`src/rtl/cmd_pkg.sv`:
```
// Shared command-frame definitions for the host-bound encoder and the
// inbound command decoder, so both ends agree on one frame layout.
//   CMD_FRAME_LEN      : bytes per frame
//   BYTE_*             : position of each field inside a frame
//   ST_IDLE / ST_SEND  : serializer state encodings
//   cmd_req_t          : one queued request (id + payload)
//   cmd_checksum()     : frame checksum byte
package cmd_pkg;

  localparam int CMD_FRAME_LEN = 4;

  localparam logic [1:0] BYTE_ID_HI = 2'd0;
  localparam logic [1:0] BYTE_ID_LO = 2'd1;
  localparam logic [1:0] BYTE_DATA  = 2'd2;
  localparam logic [1:0] BYTE_CSUM  = 2'd3;

  localparam logic [0:0] ST_IDLE = 1'b0;
  localparam logic [0:0] ST_SEND = 1'b1;

  typedef struct packed {
    logic [15:0] id;
    logic [7:0]  data;
  } cmd_req_t;

  // XOR of every byte that precedes the checksum in the frame.
  function automatic logic [7:0] cmd_checksum(input logic [15:0] id, input logic [7:0] data);
    return id[15:8] ^ id[7:0] ^ data;
  endfunction

endpackage

```
`src/rtl/cmd_encoder_if.sv`:
```
// Request / byte-stream bus of the command encoder.
//   req_id, req_data, req_valid : request from an internal block
//   req_ready                   : encoder can take a request
//   cmd_new_command             : byte 0 of a frame is on cmd_data
//   cmd_avail, cmd_data         : current frame byte and its valid flag
//   cmd_read                    : consumer takes the current byte
// master = request/consumer side, slave = the encoder.
interface cmd_encoder_if;

  logic [15:0] req_id;
  logic [7:0]  req_data;
  logic        req_valid;
  logic        req_ready;
  logic        cmd_new_command;
  logic        cmd_avail;
  logic [7:0]  cmd_data;
  logic        cmd_read;

  modport master (
    output req_id, req_data, req_valid, cmd_read,
    input  req_ready, cmd_new_command, cmd_avail, cmd_data
  );

  modport slave (
    input  req_id, req_data, req_valid, cmd_read,
    output req_ready, cmd_new_command, cmd_avail, cmd_data
  );

endinterface

```
`src/rtl/cmd_request_fifo.sv`:
```
// Single-clock request FIFO.
//   clk, reset     : clock, synchronous active-high reset
//   push/push_data : write; taken when not full, or when full and a pop
//                    happens in the same cycle
//   pop/pop_data   : pop_data always shows the head entry; pop drops it
//   full, empty    : derived from the registered occupancy count
//   count          : occupancy, 0..DEPTH
module cmd_request_fifo #(
  parameter int DEPTH = 4,
  parameter int PTR_W = 2,
  parameter int WIDTH = 24
) (
  input  logic             clk,
  input  logic             reset,
  input  logic             push,
  input  logic [WIDTH-1:0] push_data,
  input  logic             pop,
  output logic [WIDTH-1:0] pop_data,
  output logic             full,
  output logic             empty,
  output logic [PTR_W:0]   count
);

  localparam logic [PTR_W:0] FULL_CNT = (PTR_W+1)'(DEPTH);

  logic [WIDTH-1:0] mem [DEPTH];
  logic [PTR_W-1:0] wr_ptr_reg;
  logic [PTR_W-1:0] rd_ptr_reg;
  logic [PTR_W:0]   count_reg;
  logic             push_ok;
  logic             pop_ok;

  assign full  = (count_reg == FULL_CNT);
  assign empty = (count_reg == '0);
  assign count = count_reg;

  assign pop_ok  = pop && !empty;
  // A pop in the same cycle frees the slot the push lands in.
  assign push_ok = push && (!full || pop_ok);

  // Head is read straight from the array; the consumer registers it.
  assign pop_data = mem[rd_ptr_reg];

  // Per-entry write enables; storage needs no reset.
  for (genvar gi = 0; gi < DEPTH; gi++) begin : g_entry
    always_ff @(posedge clk) begin
      if (push_ok && (wr_ptr_reg == PTR_W'(gi))) begin
        mem[gi] <= push_data;
      end
    end
  end

  always_ff @(posedge clk) begin
    if (reset) begin
      wr_ptr_reg <= '0;
      rd_ptr_reg <= '0;
      count_reg  <= '0;
    end else begin
      if (push_ok) begin
        wr_ptr_reg <= wr_ptr_reg + 1'b1;
      end
      if (pop_ok) begin
        rd_ptr_reg <= rd_ptr_reg + 1'b1;
      end
      case ({push_ok, pop_ok})
        2'b10:   count_reg <= count_reg + 1'b1;
        2'b01:   count_reg <= count_reg - 1'b1;
        default: count_reg <= count_reg;
      endcase
    end
  end

endmodule

```
`src/rtl/cmd_encoder.sv`:
```
// Host-bound command/status frame encoder. Queues (id, data) requests and
// serializes each one as a 4-byte frame {id_hi, id_lo, data, checksum}
// that the FX2 side pulls byte by byte.
//   clk, reset  : clock, synchronous active-high reset
//   bus (slave) : request inputs and frame byte stream
//   overflow    : sticky, a request arrived while req_ready was low
//   frames_sent : fully consumed frames, wraps at 16 bits
module cmd_encoder
  import cmd_pkg::*;
#(
  parameter int DEPTH = 4,
  parameter int PTR_W = 2
) (
  input  logic              clk,
  input  logic              reset,
  cmd_encoder_if.slave      bus,
  output logic              overflow,
  output logic [15:0]       frames_sent
);

  localparam logic [PTR_W:0] FULL_CNT = (PTR_W+1)'(DEPTH);

  logic [0:0]     state_reg;
  logic [1:0]     byte_idx_reg;
  logic [31:0]    frame_reg;
  logic           overflow_reg;
  logic [15:0]    frames_sent_reg;

  logic           fifo_push;
  logic           fifo_pop;
  logic [23:0]    fifo_rd_data;
  logic           fifo_full;
  logic           fifo_empty;
  logic [PTR_W:0] fifo_count;
  cmd_req_t       head;
  logic           last_byte_read;
  logic [7:0]     frame_bytes [CMD_FRAME_LEN];

  assign head = cmd_req_t'(fifo_rd_data);

  // Ready depends only on the registered count, never on cmd_read.
  assign bus.req_ready = (fifo_count != FULL_CNT);

  assign last_byte_read = (state_reg == ST_SEND) && bus.cmd_read && (byte_idx_reg == BYTE_CSUM);

  // Pop whenever the frame register is free or about to be freed, so the
  // next frame follows the checksum byte with no idle cycle.
  assign fifo_pop  = !fifo_empty && ((state_reg == ST_IDLE) || last_byte_read);
  assign fifo_push = bus.req_valid && (!fifo_full || fifo_pop);

  cmd_request_fifo #(
    .DEPTH (DEPTH),
    .PTR_W (PTR_W),
    .WIDTH (24)
  ) u_fifo (
    .clk       (clk),
    .reset     (reset),
    .push      (fifo_push),
    .push_data ({bus.req_id, bus.req_data}),
    .pop       (fifo_pop),
    .pop_data  (fifo_rd_data),
    .full      (fifo_full),
    .empty     (fifo_empty),
    .count     (fifo_count)
  );

  // Byte 0 sits in the top bits of the frame register.
  for (genvar gi = 0; gi < CMD_FRAME_LEN; gi++) begin : g_byte
    assign frame_bytes[gi] = frame_reg[31-8*gi -: 8];
  end

  always_ff @(posedge clk) begin
    if (reset) begin
      state_reg       <= ST_IDLE;
      byte_idx_reg    <= BYTE_ID_HI;
      frame_reg       <= '0;
      overflow_reg    <= 1'b0;
      frames_sent_reg <= '0;
    end else begin
      if (bus.req_valid && !bus.req_ready) begin
        overflow_reg <= 1'b1;
      end

      case (state_reg)
        ST_IDLE: begin
          if (!fifo_empty) begin
            frame_reg    <= {head.id, head.data, cmd_checksum(head.id, head.data)};
            byte_idx_reg <= BYTE_ID_HI;
            state_reg    <= ST_SEND;
          end
        end
        default: begin
          if (bus.cmd_read) begin
            if (byte_idx_reg == BYTE_CSUM) begin
              frames_sent_reg <= frames_sent_reg + 16'd1;
              byte_idx_reg    <= BYTE_ID_HI;
              if (!fifo_empty) begin
                frame_reg <= {head.id, head.data, cmd_checksum(head.id, head.data)};
              end else begin
                state_reg <= ST_IDLE;
              end
            end else begin
              byte_idx_reg <= byte_idx_reg + 2'd1;
            end
          end
        end
      endcase
    end
  end

  assign bus.cmd_avail       = (state_reg == ST_SEND);
  assign bus.cmd_new_command = (state_reg == ST_SEND) && (byte_idx_reg == BYTE_ID_HI);
  assign bus.cmd_data        = (state_reg == ST_SEND) ? frame_bytes[byte_idx_reg] : 8'h00;
  assign overflow            = overflow_reg;
  assign frames_sent         = frames_sent_reg;

endmodule
```
`src/flat_wrapper.sv`:
```
// flat-port wrapper written by rule: the top's interface ports become plain ports
module cmd_encoder_flat import cmd_pkg::*;
#(
  parameter int DEPTH = 4,
  parameter int PTR_W = 2
)
  (clk, reset, overflow, frames_sent, bus_req_id, bus_req_data, bus_req_valid, bus_cmd_read, bus_req_ready, bus_cmd_new_command, bus_cmd_avail, bus_cmd_data);
  cmd_encoder_if bus_i ();
  input  logic clk;
  input  logic reset;
  output logic overflow;
  output logic [15:0] frames_sent;
  input wire logic [$bits(bus_i.req_id)-1:0] bus_req_id;
  input wire logic [$bits(bus_i.req_data)-1:0] bus_req_data;
  input wire logic [$bits(bus_i.req_valid)-1:0] bus_req_valid;
  input wire logic [$bits(bus_i.cmd_read)-1:0] bus_cmd_read;
  output wire logic [$bits(bus_i.req_ready)-1:0] bus_req_ready;
  output wire logic [$bits(bus_i.cmd_new_command)-1:0] bus_cmd_new_command;
  output wire logic [$bits(bus_i.cmd_avail)-1:0] bus_cmd_avail;
  output wire logic [$bits(bus_i.cmd_data)-1:0] bus_cmd_data;
  assign bus_i.req_id = bus_req_id;
  assign bus_i.req_data = bus_req_data;
  assign bus_i.req_valid = bus_req_valid;
  assign bus_i.cmd_read = bus_cmd_read;
  assign bus_req_ready = bus_i.req_ready;
  assign bus_cmd_new_command = bus_i.cmd_new_command;
  assign bus_cmd_avail = bus_i.cmd_avail;
  assign bus_cmd_data = bus_i.cmd_data;
  cmd_encoder #(.DEPTH(DEPTH), .PTR_W(PTR_W)) u_core (.clk(clk), .reset(reset), .bus(bus_i), .overflow(overflow), .frames_sent(frames_sent));
endmodule
```
`config.mk`:
```
export PLATFORM = sky130hd
export DESIGN_NAME = cmd_encoder_flat
export DESIGN_NICKNAME = d
export VERILOG_FILES = /design/src/rtl/cmd_pkg.sv /design/src/rtl/cmd_encoder_if.sv /design/src/rtl/cmd_request_fifo.sv /design/src/rtl/cmd_encoder.sv /design/src/flat_wrapper.sv
export SDC_FILE = /design/constraint.sdc
export NUM_CORES = 1
export LEC_CHECK = 0
export CORE_UTILIZATION = 35
export CTS_CLUSTER_DIAMETER = 30
export DETAILED_ROUTE_END_ITERATION = 6
export MAX_ROUTING_LAYER = met4
export PLACE_DENSITY = 0.57
export SETUP_SLACK_MARGIN = 0.2
export SLEW_MARGIN = 30
export SYNTH_ARGS = -nofsm -noshare
export SYNTH_HDL_FRONTEND = slang
export SYNTH_SLANG_ARGS = --single-unit
```
`constraint.sdc`:
```
create_clock -name clk -period 6.1 [get_ports clk]
set_clock_uncertainty 0.2 [all_clocks]
set_input_delay 1.22 -clock clk [delete_from_list [all_inputs] [get_ports clk]]
set_output_delay 1.22 -clock clk [all_outputs]
set_load 0.02 [all_outputs]
```
Yosys cells after proc, flatten, opt, wreduce, memory -nomap -nowiden --
Memories as Yosys holds them, arrays and structs flattened. A register that Yosys moved wholly into a read port is not among the register bits. Cells that the tools add are included.
Storage, ports and cells: bits in latches 0, memory bits (writable) 96, register bits 59, logic and storage cells 95, memories kept 1, input port bits 28, output and inout bits 28, memory bits (read-only) 0
Memories:
- u_core.u_fifo.mem | depth 4, bits a word 24, rd ports 1, clocked after memory_dff 1, wr ports 1, line cmd_request_fifo.sv:26 | logic [WIDTH-1:0] mem [DEPTH];
Operators by class: shift-type cells 0, reductions and logical operators 28, divide/modulo/power cells 0, bitwise gates (word level) 4, add/subtract/negate cells 6, multipliers 0, equal/unequal tests 11, magnitude comparators 1, muxes and demuxes 36
Operators by type and width (number):
- $mux W32 | 4
- $mux W24 | 3
- $reduce_or A24 Y1 | 3
- $mux W8 | 3
- $mux W2 | 9
- $add A16 B1 Y16 const B | 1
- $bmux W8 S2 | 1
- $xor A8 B8 Y8 | 2
- $mux W1 | 15
- $logic_and A1 B1 Y1 | 12
- $eq A2 B2 Y1 const B | 4
- $add A2 B1 Y2 const B | 3
- $pmux W3 S2 | 1
- $eq A2 B1 Y1 const B | 2
- $logic_not A2 Y1 | 2
- $ne A2 B2 Y1 const B | 2
- $reduce_and A2 Y1 | 2
- $add A3 B1 Y3 const B | 1
- $eq A3 B3 Y1 const B | 1
- $ge A3 B3 Y1 const B | 1
- $logic_not A1 Y1 | 3
- $logic_not A3 Y1 | 1
- $logic_or A1 B1 Y1 | 3
- $ne A3 B3 Y1 const B | 1
- 6 further kinds | 6

Depth between registers and ports, before layout --
depth after elaboration 14, gate-level depth with buffers 11, depth with buffers taken out 10

By module --
A second synthesis with hierarchy kept.
Second synthesis, totals: cell total of the unflattened synthesis 471, area, all modules 6401.1 um^2
By module, submodules not included:
- cmd_request_fifo | instances 1, area an instance 3977.6 um^2, cells an instance 180
- cmd_encoder | instances 1, area an instance 2423.6 um^2, cells an instance 291

Least setup slack after synthesis --
OpenSTA, ideal clock, no wires.
path kind input to register, start point input bus_cmd_read, end point register u_core.u_fifo.count_reg[2] (netlist: u_core.u_fifo.count[2]), path slack 2.757 ns, library setup time 0.070 ns, path buffers 1, arrival 3.073 ns, data required time 5.830 ns, stages on the path 10, path through a21bo_2 > nand2_1 > clkinv_1 > clkbuf_1 > ha_1 > inv_1 > fa_1 > xor2_1 > or3_1 > a21oi_1
On the way: word-level cells in the longest chain between the ends 9, elaborated cells on any way between the ends 13, those cells by class eq/ne: 2; mux: 1; reduce/logical: 10
Ends and longest elaborated chain:
- from (decl) | line flat_wrapper.sv:16 | input wire logic [$bits(bus_i.cmd_read)-1:0] bus_cmd_read;
- $logic_and A1 B1 Y1 (*) (2 in series) | line cmd_encoder.sv:44 | assign last_byte_read = (state_reg == ST_SEND) && bus.cmd_read && (byte_idx_reg == BYTE_CSUM);
- $logic_or A1 B1 Y1 (*) | line cmd_encoder.sv:48 | assign fifo_pop = !fifo_empty && ((state_reg == ST_IDLE) || last_byte_read);
- $logic_and A1 B1 Y1 (*) | line cmd_encoder.sv:48
- $logic_and A1 B1 Y1 (*) | line cmd_request_fifo.sv:37 | assign pop_ok = pop && !empty;
- via u_core.u_fifo.pop_ok | line cmd_request_fifo.sv:31 | logic pop_ok;
- $logic_or A1 B1 Y1 | line cmd_request_fifo.sv:39 | assign push_ok = push && (!full || pop_ok);
- $logic_and A1 B1 Y1 | line cmd_request_fifo.sv:39
- $eq A2 B1 Y1 / $eq A2 B2 Y1 (equally long branches) | line cmd_request_fifo.sv:65 | case ({push_ok, pop_ok})
- $pmux W3 S2 / $reduce_bool A2 Y1 (equally long branches)
- to (signal assigned) | line cmd_request_fifo.sv:66 | 2'b10: count_reg <= count_reg + 1'b1;
- to (signal assigned) | line cmd_request_fifo.sv:67 | 2'b01: count_reg <= count_reg - 1'b1;
- to (signal assigned) | line cmd_request_fifo.sv:68 | default: count_reg <= count_reg;
- to (decl) | line cmd_request_fifo.sv:29 | logic [PTR_W:0] count_reg;
The timed path passes the listed nets; every way through them passes the cells marked *. A chain may end at the register's enable or synchronous reset.

Worst setup path in the final report --
start point register u_core.byte_idx_reg[0], end point output bus_cmd_data[4]
On the way: word-level cells in the longest chain between the ends 5
Ends and longest elaborated chain:
- from (decl) | line cmd_encoder.sv:24 | logic [1:0] byte_idx_reg;
- from (signal assigned) | line cmd_encoder.sv:103 | byte_idx_reg <= byte_idx_reg + 2'd1;
- $not A2 Y3 (implied by the code) | line cmd_encoder.sv:113 | assign bus.cmd_data = (state_reg == ST_SEND) ? frame_bytes[byte_idx_reg] : 8'h00;
- $bmux W8 S2 | line cmd_encoder.sv:113
- $mux W8 (implied by the code) (2 in series) | line cmd_encoder.sv:113
- $mux W8 | line cmd_encoder.sv:113
- to (decl) | line flat_wrapper.sv:20 | output wire logic [$bits(bus_i.cmd_data)-1:0] bus_cmd_data;
Every way passes these cells. The select of a mux whose other input is x is not followed.

==> impl_metrics.toml <==
[status]
outcome = "finished clean"

[placement]
portBuffers = 55
dp_hpwl_um = 7930
postPlaceCellArea_um2 = 7130
gp_congestion = 0.806

[job]
cap_violations = 0

[clock_network]
clkSinkCount = 157
clock-root-buffer = "clkbuf_16"
post_cts_resized = 0
clock_path_buffers = 2
cts_setup_buffers = 0
path_clk_slew_ns = 0.06
cts_tree = "yes"
clock_latency_ns = 0.42
cts_made_buffers = 17
cts_hold_buffers = 0
cts_max_level = 4

[yosys]
synth.top_cell.area_share_pct = 45.4
synth_top_cell_by_area = "edfxtp_1"
yosysWarningCount = 0
yosys-top-cells-area = "edfxtp_1 45%, dfxtp_1 19%, mux4_2 11%"
ys_ff_latch = 157
synth_cells = 447
synthFlopType = "edfxtp_1"
synth.net_count = 484
ys_types = 39
ys_async_sr_fraction_pct = 0
synth_edf_count = 96
avgSynthCellArea_um2 = 14.2
synthTopCellsByCount = "96 x edfxtp_1, 74 x nand2_1, 61 x dfxtp_1, 43 x a21oi_1, 32 x mux4_2"
syn_area_um2 = 6340
synth.most_common_cell = "edfxtp_1"
seq_area_frac_synth_pct = 64.7

[global_routing]
grt_max_degree = 61
grt_pass1_vias = 3716
grt_overflow = 0
grt_usage_pct = 14.9
antenna_found_initial = 0
grt_pass1_wl_um = 19800

[finish]
fin_util_pct = 44.3
area_growth_pct = 22.1
stdcell_area_um2 = 7750
drive_gt1_share_pct = 15.3
nets = 542
largest_register_ffs = 96
n_fill_cell = 1532
n_antenna_cell = 0

[power]
clkPwrFrac_pct = 33.1
sw_frac_of_total_pct = 29.3
p_leak_uw = 0.00262
power.share.sequential_pct = 41.4
p_total_uw = 3330
internal-power_uw = 2360
irDropWorstVdd_uv = 220
p_comb_share_pct = 25.5
p_sw_uw = 978
pwr_density_cell_nw_per_um2 = 430

[setup_path]
reg2reg_depth = 12
endpoint_kind = "output port"
r2r_start = "u_core.byte_idx_reg[0]"
cp_max_fo = 12
path_class = "flip-flop to output port"
crit_required_ns = 4.68
startpoint_type = "flip-flop"
arrival_ns = 2.56
crit_start = "u_core.byte_idx_reg[0]"

[timing]
setup_violations = 0
rsz0062_at_grt = "no"
worst_pin_slew_ns = 0.747
holdWs_ns = 0.251
fin_crit_ns = 3.98
fin_setup_tns_ns = 0
hold_viol_final = 0
clock.fmax_mhz = 251
min_period_over_period_pct = 65.2
drv_slew = 0
slew_headroom_pct = 50.2

[drt]
dr.pass1.iters = 4
drt_wl_total_um = 12100
drt_iter0_drc = 154
antenna_left = 0
wl_per_cell_um = 16.3
vias_per_cell = 4.94
vias = 3673
drc = 0

[floorplanning]
rows = 48
dieArea_um2 = 18700
die_h_um = 137
io_pins = 56
core_area_um2 = 17500
initial_core_util_pct = 36.3
die_x_um = 137

[hold_path]
hp-start = "u_core.frame_bytes[3]"
hp-class = "flip-flop to flip-flop"
whs_path_depth = 2
[cell families after synthesis]
logic type	count (synthesis)	share of synthesized area, %
fa+ha+maj	9	1.89
simple gates	136	9.86
xor+xnor	21	4.79
mux	34	11.7
buf+inv	35	2.35
flops	157	64.7
compound gates	55	4.75
[final timing paths]
kind	to	slack (ns)
max	bus_cmd_data[4]	2.12
min	u_core.frame_bytes[3]	0.25
max reg2reg	u_core.u_fifo.count[2]	2.54
min reg2reg	u_core.frame_bytes[3]	0.25
[cells in the final DEF, fill, tap and decap left out, drive strengths merged, types with 2 or more instances in the layout]
master         Yosys  layout
edfxtp            96      96
nand2             74      74
dfxtp             61      61
clkdlybuf4s50      0      54
a21oi             43      43
mux4              32      32
nor2              20      20
inv               10      19
clkbuf            16      17
and2              13      13
buf                8       9
xor2               8       8
xor3               8       8
ha                 8       8
nand3              6       6
or3                6       6
xnor2              5       5
nand4              5       5
o21ai              4       4
o31ai              3       3
or4                3       3
nor3               3       3
bufinv             0       3
mux2i              2       2
a32oi              2       2
clkinv             1       2
and4               2       2
and3               2       2
clkinvlp           0       2
[metrics by stage]
step | cells | setup slack (ns)
final | 743 | 2.12
after global routing | 743 | 1.98
after CTS | 743 | 2.07
after detailed placement | 711 | 1.82
after global placement | 711 | 1.87
after floorplan | 447 | 2.76
[worst max-delay path, cell delays in order, from the launching register on]
cell	delay (ns)
dfxtp_1	0.80
mux4_2	0.58
and2_1	0.20
clkdlybuf4s50_1	0.55
[routing by layer]
layer | up-vias | routed length [um] | share of wire, % | global-route usage [%]
met5 | - | 0 | 0 | -
met4 | 0 | 136 | 1.1 | 4.32
met3 | 10 | 437 | 3.6 | 4.56
met2 | 72 | 6030 | 50 | 23.8
met1 | 1827 | 5540 | 46 | 18.3
li1 | 1764 | - | - | -
[area by class of cell]
class	count	area (um^2)	share of cell area, %
inverters	11	41.3	0.533
flip-flops and latches	157	4100	53.0
well taps	225	282	3.63
clock inverters	15	198	2.55
clock buffers	17	425	5.49
multi-input cells	255	2090	27.0
repair buffers	63	608	7.85
[power groups by stage]
stage	clock network (uW)	registers (uW)	logic, uW
floorplan	0	1360	667
global placement	0	1390	851
detailed placement	0	1400	865
CTS	1130	1380	869
global route	1170	1400	949
finish	1100	1380	851
(Power assumes the default switching activity.)
